==> src/rtl/sseg4_tdm_capture.sv <==
// Receive side of the 4-digit TDM seven-segment bus: captures each settled digit and
// assembles a 4-digit frame (data, blank/minus/dp masks, err), with a no-capture stall watchdog.
module sseg4_tdm_capture #(
  parameter int SETTLE_CYCLES  = 4,
  parameter int TIMEOUT_CYCLES = 1000000
) (
  input  logic        clock,
  input  logic        reset,
  input  logic [6:0]  seg,
  input  logic        dp,
  input  logic [3:0]  an,
  output logic [15:0] data,
  output logic [3:0]  blank_mask,
  output logic [3:0]  minus_mask,
  output logic [3:0]  dp_mask,
  output logic        err,
  output logic        frame_valid,
  output logic        stalled
);

  localparam int CW = (SETTLE_CYCLES > 1) ? $clog2(SETTLE_CYCLES) : 1;
  localparam int TW = $clog2(TIMEOUT_CYCLES + 1);

  typedef enum logic [1:0] {S_IDLE, S_SETTLE, S_HOLD} state_t;

  state_t          r_state, w_state_nxt;
  logic [CW-1:0]   r_cnt, w_cnt_nxt;
  logic [3:0]      r_an_prev, w_an_prev_nxt;
  logic [TW-1:0]   r_idle;
  logic [3:0]      r_seen;

  logic [15:0]     r_nib;
  logic [3:0]      r_blank, r_minus, r_dp, r_bad;
  logic [15:0]     r_data;
  logic [3:0]      r_blank_mask, r_minus_mask, r_dp_mask;
  logic            r_err, r_frame_valid, r_stalled;

  logic            w_an_valid;
  logic [1:0]      w_idx;
  logic [3:0]      w_nib;
  logic            w_blank, w_minus, w_bad;
  logic            w_restart, w_capture, w_frame;
  logic [3:0]      w_seen_nxt;
  logic [15:0]     w_nib_all;
  logic [3:0]      w_blank_all, w_minus_all, w_dp_all, w_bad_all;

  always_comb begin
    w_an_valid = 1'b1;
    w_idx      = 2'd0;
    case (an)
      4'b1110: w_idx = 2'd0;
      4'b1101: w_idx = 2'd1;
      4'b1011: w_idx = 2'd2;
      4'b0111: w_idx = 2'd3;
      default: w_an_valid = 1'b0;
    endcase
  end

  // Active-low segment patterns back to nibbles; blank and minus are legal non-digits.
  always_comb begin
    w_nib   = 4'h0;
    w_blank = 1'b0;
    w_minus = 1'b0;
    w_bad   = 1'b0;
    case (seg)
      7'h40: w_nib = 4'h0;
      7'h79: w_nib = 4'h1;
      7'h24: w_nib = 4'h2;
      7'h30: w_nib = 4'h3;
      7'h19: w_nib = 4'h4;
      7'h12: w_nib = 4'h5;
      7'h02: w_nib = 4'h6;
      7'h78: w_nib = 4'h7;
      7'h00: w_nib = 4'h8;
      7'h10: w_nib = 4'h9;
      7'h08: w_nib = 4'hA;
      7'h03: w_nib = 4'hB;
      7'h46: w_nib = 4'hC;
      7'h21: w_nib = 4'hD;
      7'h06: w_nib = 4'hE;
      7'h0E: w_nib = 4'hF;
      7'h7F: w_blank = 1'b1;
      7'h3F: w_minus = 1'b1;
      default: w_bad = 1'b1;
    endcase
  end

  always_comb begin
    w_state_nxt   = r_state;
    w_cnt_nxt     = r_cnt;
    w_an_prev_nxt = r_an_prev;
    w_capture     = 1'b0;
    w_restart     = (r_state == S_IDLE) || (an != r_an_prev);
    if (w_restart) begin
      if (w_an_valid) begin
        w_an_prev_nxt = an;
        if (SETTLE_CYCLES == 1) begin
          w_capture   = 1'b1;
          w_state_nxt = S_HOLD;
        end else begin
          w_cnt_nxt   = CW'(1);
          w_state_nxt = S_SETTLE;
        end
      end else begin
        w_state_nxt = S_IDLE;
      end
    end else if (r_state == S_SETTLE) begin
      if (r_cnt == CW'(SETTLE_CYCLES - 1)) begin
        w_capture   = 1'b1;
        w_state_nxt = S_HOLD;
      end else begin
        w_cnt_nxt = r_cnt + CW'(1);
      end
    end
  end

  // Slot contents as they will be after this capture; also what a completing frame loads.
  always_comb begin
    w_nib_all                   = r_nib;
    w_blank_all                 = r_blank;
    w_minus_all                 = r_minus;
    w_dp_all                    = r_dp;
    w_bad_all                   = r_bad;
    w_nib_all[{w_idx, 2'b00} +: 4] = w_nib;
    w_blank_all[w_idx]          = w_blank;
    w_minus_all[w_idx]          = w_minus;
    w_dp_all[w_idx]             = ~dp;
    w_bad_all[w_idx]            = w_bad;
    w_seen_nxt                  = r_seen | (4'b0001 << w_idx);
    w_frame                     = w_capture && (w_seen_nxt == 4'hF);
  end

  always_ff @(posedge clock or negedge reset) begin
    if (!reset) begin
      r_state   <= S_IDLE;
      r_cnt     <= '0;
      r_an_prev <= 4'hF;
    end else begin
      r_state   <= w_state_nxt;
      r_cnt     <= w_cnt_nxt;
      r_an_prev <= w_an_prev_nxt;
    end
  end

  always_ff @(posedge clock or negedge reset) begin
    if (!reset) begin
      r_idle        <= '0;
      r_seen        <= 4'h0;
      r_nib         <= '0;
      r_blank       <= '0;
      r_minus       <= '0;
      r_dp          <= '0;
      r_bad         <= '0;
      r_data        <= '0;
      r_blank_mask  <= '0;
      r_minus_mask  <= '0;
      r_dp_mask     <= '0;
      r_err         <= 1'b0;
      r_frame_valid <= 1'b0;
      r_stalled     <= 1'b0;
    end else begin
      r_frame_valid <= 1'b0;
      if (w_capture) begin
        r_nib     <= w_nib_all;
        r_blank   <= w_blank_all;
        r_minus   <= w_minus_all;
        r_dp      <= w_dp_all;
        r_bad     <= w_bad_all;
        r_idle    <= '0;
        r_stalled <= 1'b0;
        if (w_frame) begin
          r_data        <= w_nib_all;
          r_blank_mask  <= w_blank_all;
          r_minus_mask  <= w_minus_all;
          r_dp_mask     <= w_dp_all;
          r_err         <= |w_bad_all;
          r_frame_valid <= 1'b1;
          r_seen        <= 4'h0;
        end else begin
          r_seen <= w_seen_nxt;
        end
      end else if (r_idle != TW'(TIMEOUT_CYCLES)) begin
        r_idle <= r_idle + TW'(1);
        if (r_idle == TW'(TIMEOUT_CYCLES - 1)) begin
          r_stalled <= 1'b1;
          r_seen    <= 4'h0;
        end
      end
    end
  end

  assign data        = r_data;
  assign blank_mask  = r_blank_mask;
  assign minus_mask  = r_minus_mask;
  assign dp_mask     = r_dp_mask;
  assign err         = r_err;
  assign frame_valid = r_frame_valid;
  assign stalled     = r_stalled;

endmodule

==> config.mk <==
export PLATFORM = sky130hd
export DESIGN_NAME = sseg4_tdm_capture
export DESIGN_NICKNAME = d
export VERILOG_FILES = /design/src/rtl/sseg4_tdm_capture.sv
export SDC_FILE = /design/constraint.sdc
export NUM_CORES = 1
export LEC_CHECK = 0
export ABC_AREA = 1
export BUFFER_PORTS_ARGS = -buffer_cell sky130_fd_sc_hd__buf_2
export CAP_MARGIN = 20
export CORE_ASPECT_RATIO = 0.6
export CORE_MARGIN = 2
export CORE_UTILIZATION = 58
export CTS_CLUSTER_DIAMETER = 40
export DETAILED_ROUTE_END_ITERATION = 16
export MAX_ROUTING_LAYER = met4
export PLACE_DENSITY = 0.85
export RECOVER_POWER = 25
export SYNTH_ARGS = -nofsm -noshare
export SYNTH_HDL_FRONTEND = slang
export SYNTH_SLANG_ARGS = --single-unit
==> constraint.sdc <==
create_clock -name clock -period 3.3 [get_ports clock]
set_input_delay 0.495 -clock clock [delete_from_list [all_inputs] [get_ports clock]]
set_output_delay 0.495 -clock clock [all_outputs]
set_load 0.1 [all_outputs]
==> flow_summary.toml <==
[power_and_ir_drop]
powerDensity_nw_per_um2 = 460
vdd_ir_drop_max_uv = 265
power.total_w = 0.00248
leakage_nw = 2.86

[worst_setup_path]
cp-start-kind = "input port"
critPathKind = "input port to flop"
crit_path_end_kind = "flop"
critPathRequiredTime_ns = 3.51
cp_slowest_cell = "ha_1"
crit_path_frequent_cell = "nand2_1"
reg2reg_depth = 10
max_stage_delay_ns = 0.44
path_max_fanout = 47
crit_chain = "buf_2 -> nand2_1 -> nor3_2 -> a31oi_2 -> inv_1 -> ha_1 -> nor2_1 -> nor4_1 -> nand2_1 -> buf_4 -> nand2_1 -> o21ai_1"
cp.arrival_ns = 2.91

[place]
place.gp.congestion = 1.01
dp.cells = 761
port_buffers = 44
dp.final_hpwl_um = 7890

[sta]
maxSlewViolCount = 0
final-hold-violation-count = 0
period_minus_slack_ns = 2.69
tns_ns = 0
skew_ns = 0.00628
relSlewSlack = 0.0808
finalCritPeriodShare = 0.817
clock.fmax_mhz = 371
setup_viol = 0
rsz0062_at_grt = "false"
worst_slew_pin_slew_ns = 1.38

[synthesis]
synth_top_area_frac = 0.472
synthCells = 622
synthTopCellsByArea = "dfrtp_1 (47%), nand2_1 (16%), o21ai_0 (6.9%)"
netlist_area_um2 = 4820
synth_compound_area_frac = 0.126
synth_fa_ha_area_frac = 0.0182
synth_top_family_by_area = "simple AND/OR/NAND/NOR gates"
synth_seq_cells = 95
synth.yosys.seq_area_share = 0.494
synthXorXnorAreaFrac = 0.0109
synth_nets = 643
yosysWarnings = 0
synth_edf_count = 0
async_flop_share = 1.00
synth-simple-area-share = 0.266
synth_area_per_cell_um2 = 7.75
synth_area_leader_cell = "dfrtp_1"
synth_cell_types = 34
synth_flop_cell = "dfrtp_1"
synthMuxAreaShare = 0.00234

[routing]
drt_wl_total_um = 11400
detail-route-antenna-nets = 0
firstDrtPassIters = 5
via_per_inst = 5.58
drt-wirelength-per-cell_um = 14.7
remaining_drc_errors = 0
drt_iter0_drc = 451
via_count = 4336

[finish]
fillers = 634
diodes = 0
nets = 685
register_area_um2 = 2380
area_delta_synth_final_pct = 11.9
final_cells = 777
layout-drive-gt1-share = 0.126
multiInputGateArea_um2 = 2040

[global_route]
globalRouteMet3Util = 0.0629
antenna_found_initial = 0
busiest_layer = "met2"
met1_usage = 0.360
grt_overflow = 0
grt_pass1_wl_um = 19000
grtUsageMet2 = 0.448
grt_max_degree = 56
grt_pass1_vias = 4122
grt_usage = 0.279

[clocking]
cts_root_buf = "clkbuf_16"
cts-hold-fix-buffers = 0
cts_tree = "built"
cts_buffers = 9
clkLatencyLatePin_ns = 0.35
cts_buffer_depth = 2
cts_resized = 0
clock-sinks = 95
post-cts-setup-buffers = 0
htreeDepth = 3
path_clk_slew_ns = 0.06

[floorplan]
die_h_um = 74.6
initial_core_util = 0.604
die_width_um = 122
core_um2 = 7980
pin_count = 45
rows = 25
dieArea_um2 = 9080

[status]
status = "complete, no violations"

[worst_hold_path]
hp-class = "input port to flop"
hold_path_depth = 3

[flow_run]
cap_violations = 0
[critical path, delay by kind of cell]
family	cells	cell delay [ns]
compound gates	2	0.20
fa+ha+maj	1	0.44
buf+inv	3	0.63
simple gates	6	1.12
[layout by cell type, fill, tap and decap left out, drive strengths merged, types with 3 or more instances in the layout]
cell type / netlist / routed
a21oi: 16 / 16
buf: 13 / 50
clkbuf: 8 / 15
dfrtp: 91 / 91
dfstp: 4 / 4
ha: 7 / 7
inv: 76 / 76
nand2: 202 / 202
nand3: 24 / 24
nand3b: 4 / 4
nand4: 11 / 11
nor2: 43 / 43
nor3: 18 / 18
o21ai: 85 / 85
o22ai: 3 / 3
o31ai: 3 / 3
xor2: 6 / 6
[metrics by stage]
stage	instance area, um^2	util	hold WS, ns	worst slack (ns)
after global routing	5390	0.676	0.483	0.418
after floorplan	4820	-	0.199	0.938
final	5390	0.676	0.440	0.605
after global placement	5120	0.642	0.455	0.533
after CTS	5400	0.677	0.220	0.684
after detailed placement	5120	0.642	0.465	0.323
[state kept, by name (all words and copies together) (netlist names)]
name	cells
blank_mask	4
dp_mask	4
stalled	1
r_dp	4
r_bad	4
r_minus	4
r_cnt	2
r_idle	20
r_blank	4
r_an_prev	4
r_state	2
frame_valid	1
r_nib	16
r_seen	4
minus_mask	4
err	1
data	16
[cell families (layout without fill, tap and decap cells)]
family          count (synthesis)  after routing
simple gates                  304            304
compound gates                112            112
buf+inv                        97            144
flops                          95             95
fa+ha+maj                       7              7
xor+xnor                        6              6
mux                             1              1
[report_power, final]
part           switching (W)  internal (W)  total, W
Clock               0.000431      0.000550  0.000981
Combinational       0.000163     0.0000773  0.000240
Sequential         0.0000438       0.00122   0.00126
[cell type report]
cell class	count	area share
clock buffer	13	0.0482
clock inverter	3	0.00325
inverter	76	0.0529
multi-input combinational	430	0.378
sequential	95	0.442
tap	108	0.0251
timing repair buffer	52	0.0513
[cells in the mapped netlist, types with 2 or more instances]
cell type  count
nand2_1      202
dfrtp_1       91
inv_1         73
o21ai_0       66
nor2_1        43
nand3_1       23
a21oi_1       16
o21ai_1       16
nor3_1        14
nand4_1       11
buf_2          8
clkbuf_1       8
ha_1           7
xor2_1         6
dfstp_2        4
nand3b_1       4
buf_4          3
inv_2          3
nor3_2         3
o21ai_2        3
o22ai_1        3
buf_6          2
o31ai_1        2
[routing by layer]
metal / routed length, um / part of all wire
met1: 5060 / 0.44
met2: 5260 / 0.46
met3: 925 / 0.081
met4: 186 / 0.016
met5: 0 / 0
[final timing paths]
kind	startpoint	end	slack (ns)
setup / recovery	an[2]	data[7]$_DFFE_PN0P_	0.61
max in group asynchronous	reset	r_minus[3]$_DFFE_PN0P_	1.22
setup reg to reg	r_an_prev[1]$_DFFE_PN1P_	r_idle[7]$_DFFE_PN0P_	1.11
hold / removal	an[1]	r_an_prev[1]$_DFFE_PN1P_	0.44
hold reg to reg	data[10]$_DFFE_PN0P_	data[10]$_DFFE_PN0P_	0.48
min in group asynchronous	reset	minus_mask[1]$_DFFE_PN0P_	0.45
Power figures use the tool's default switching activity.
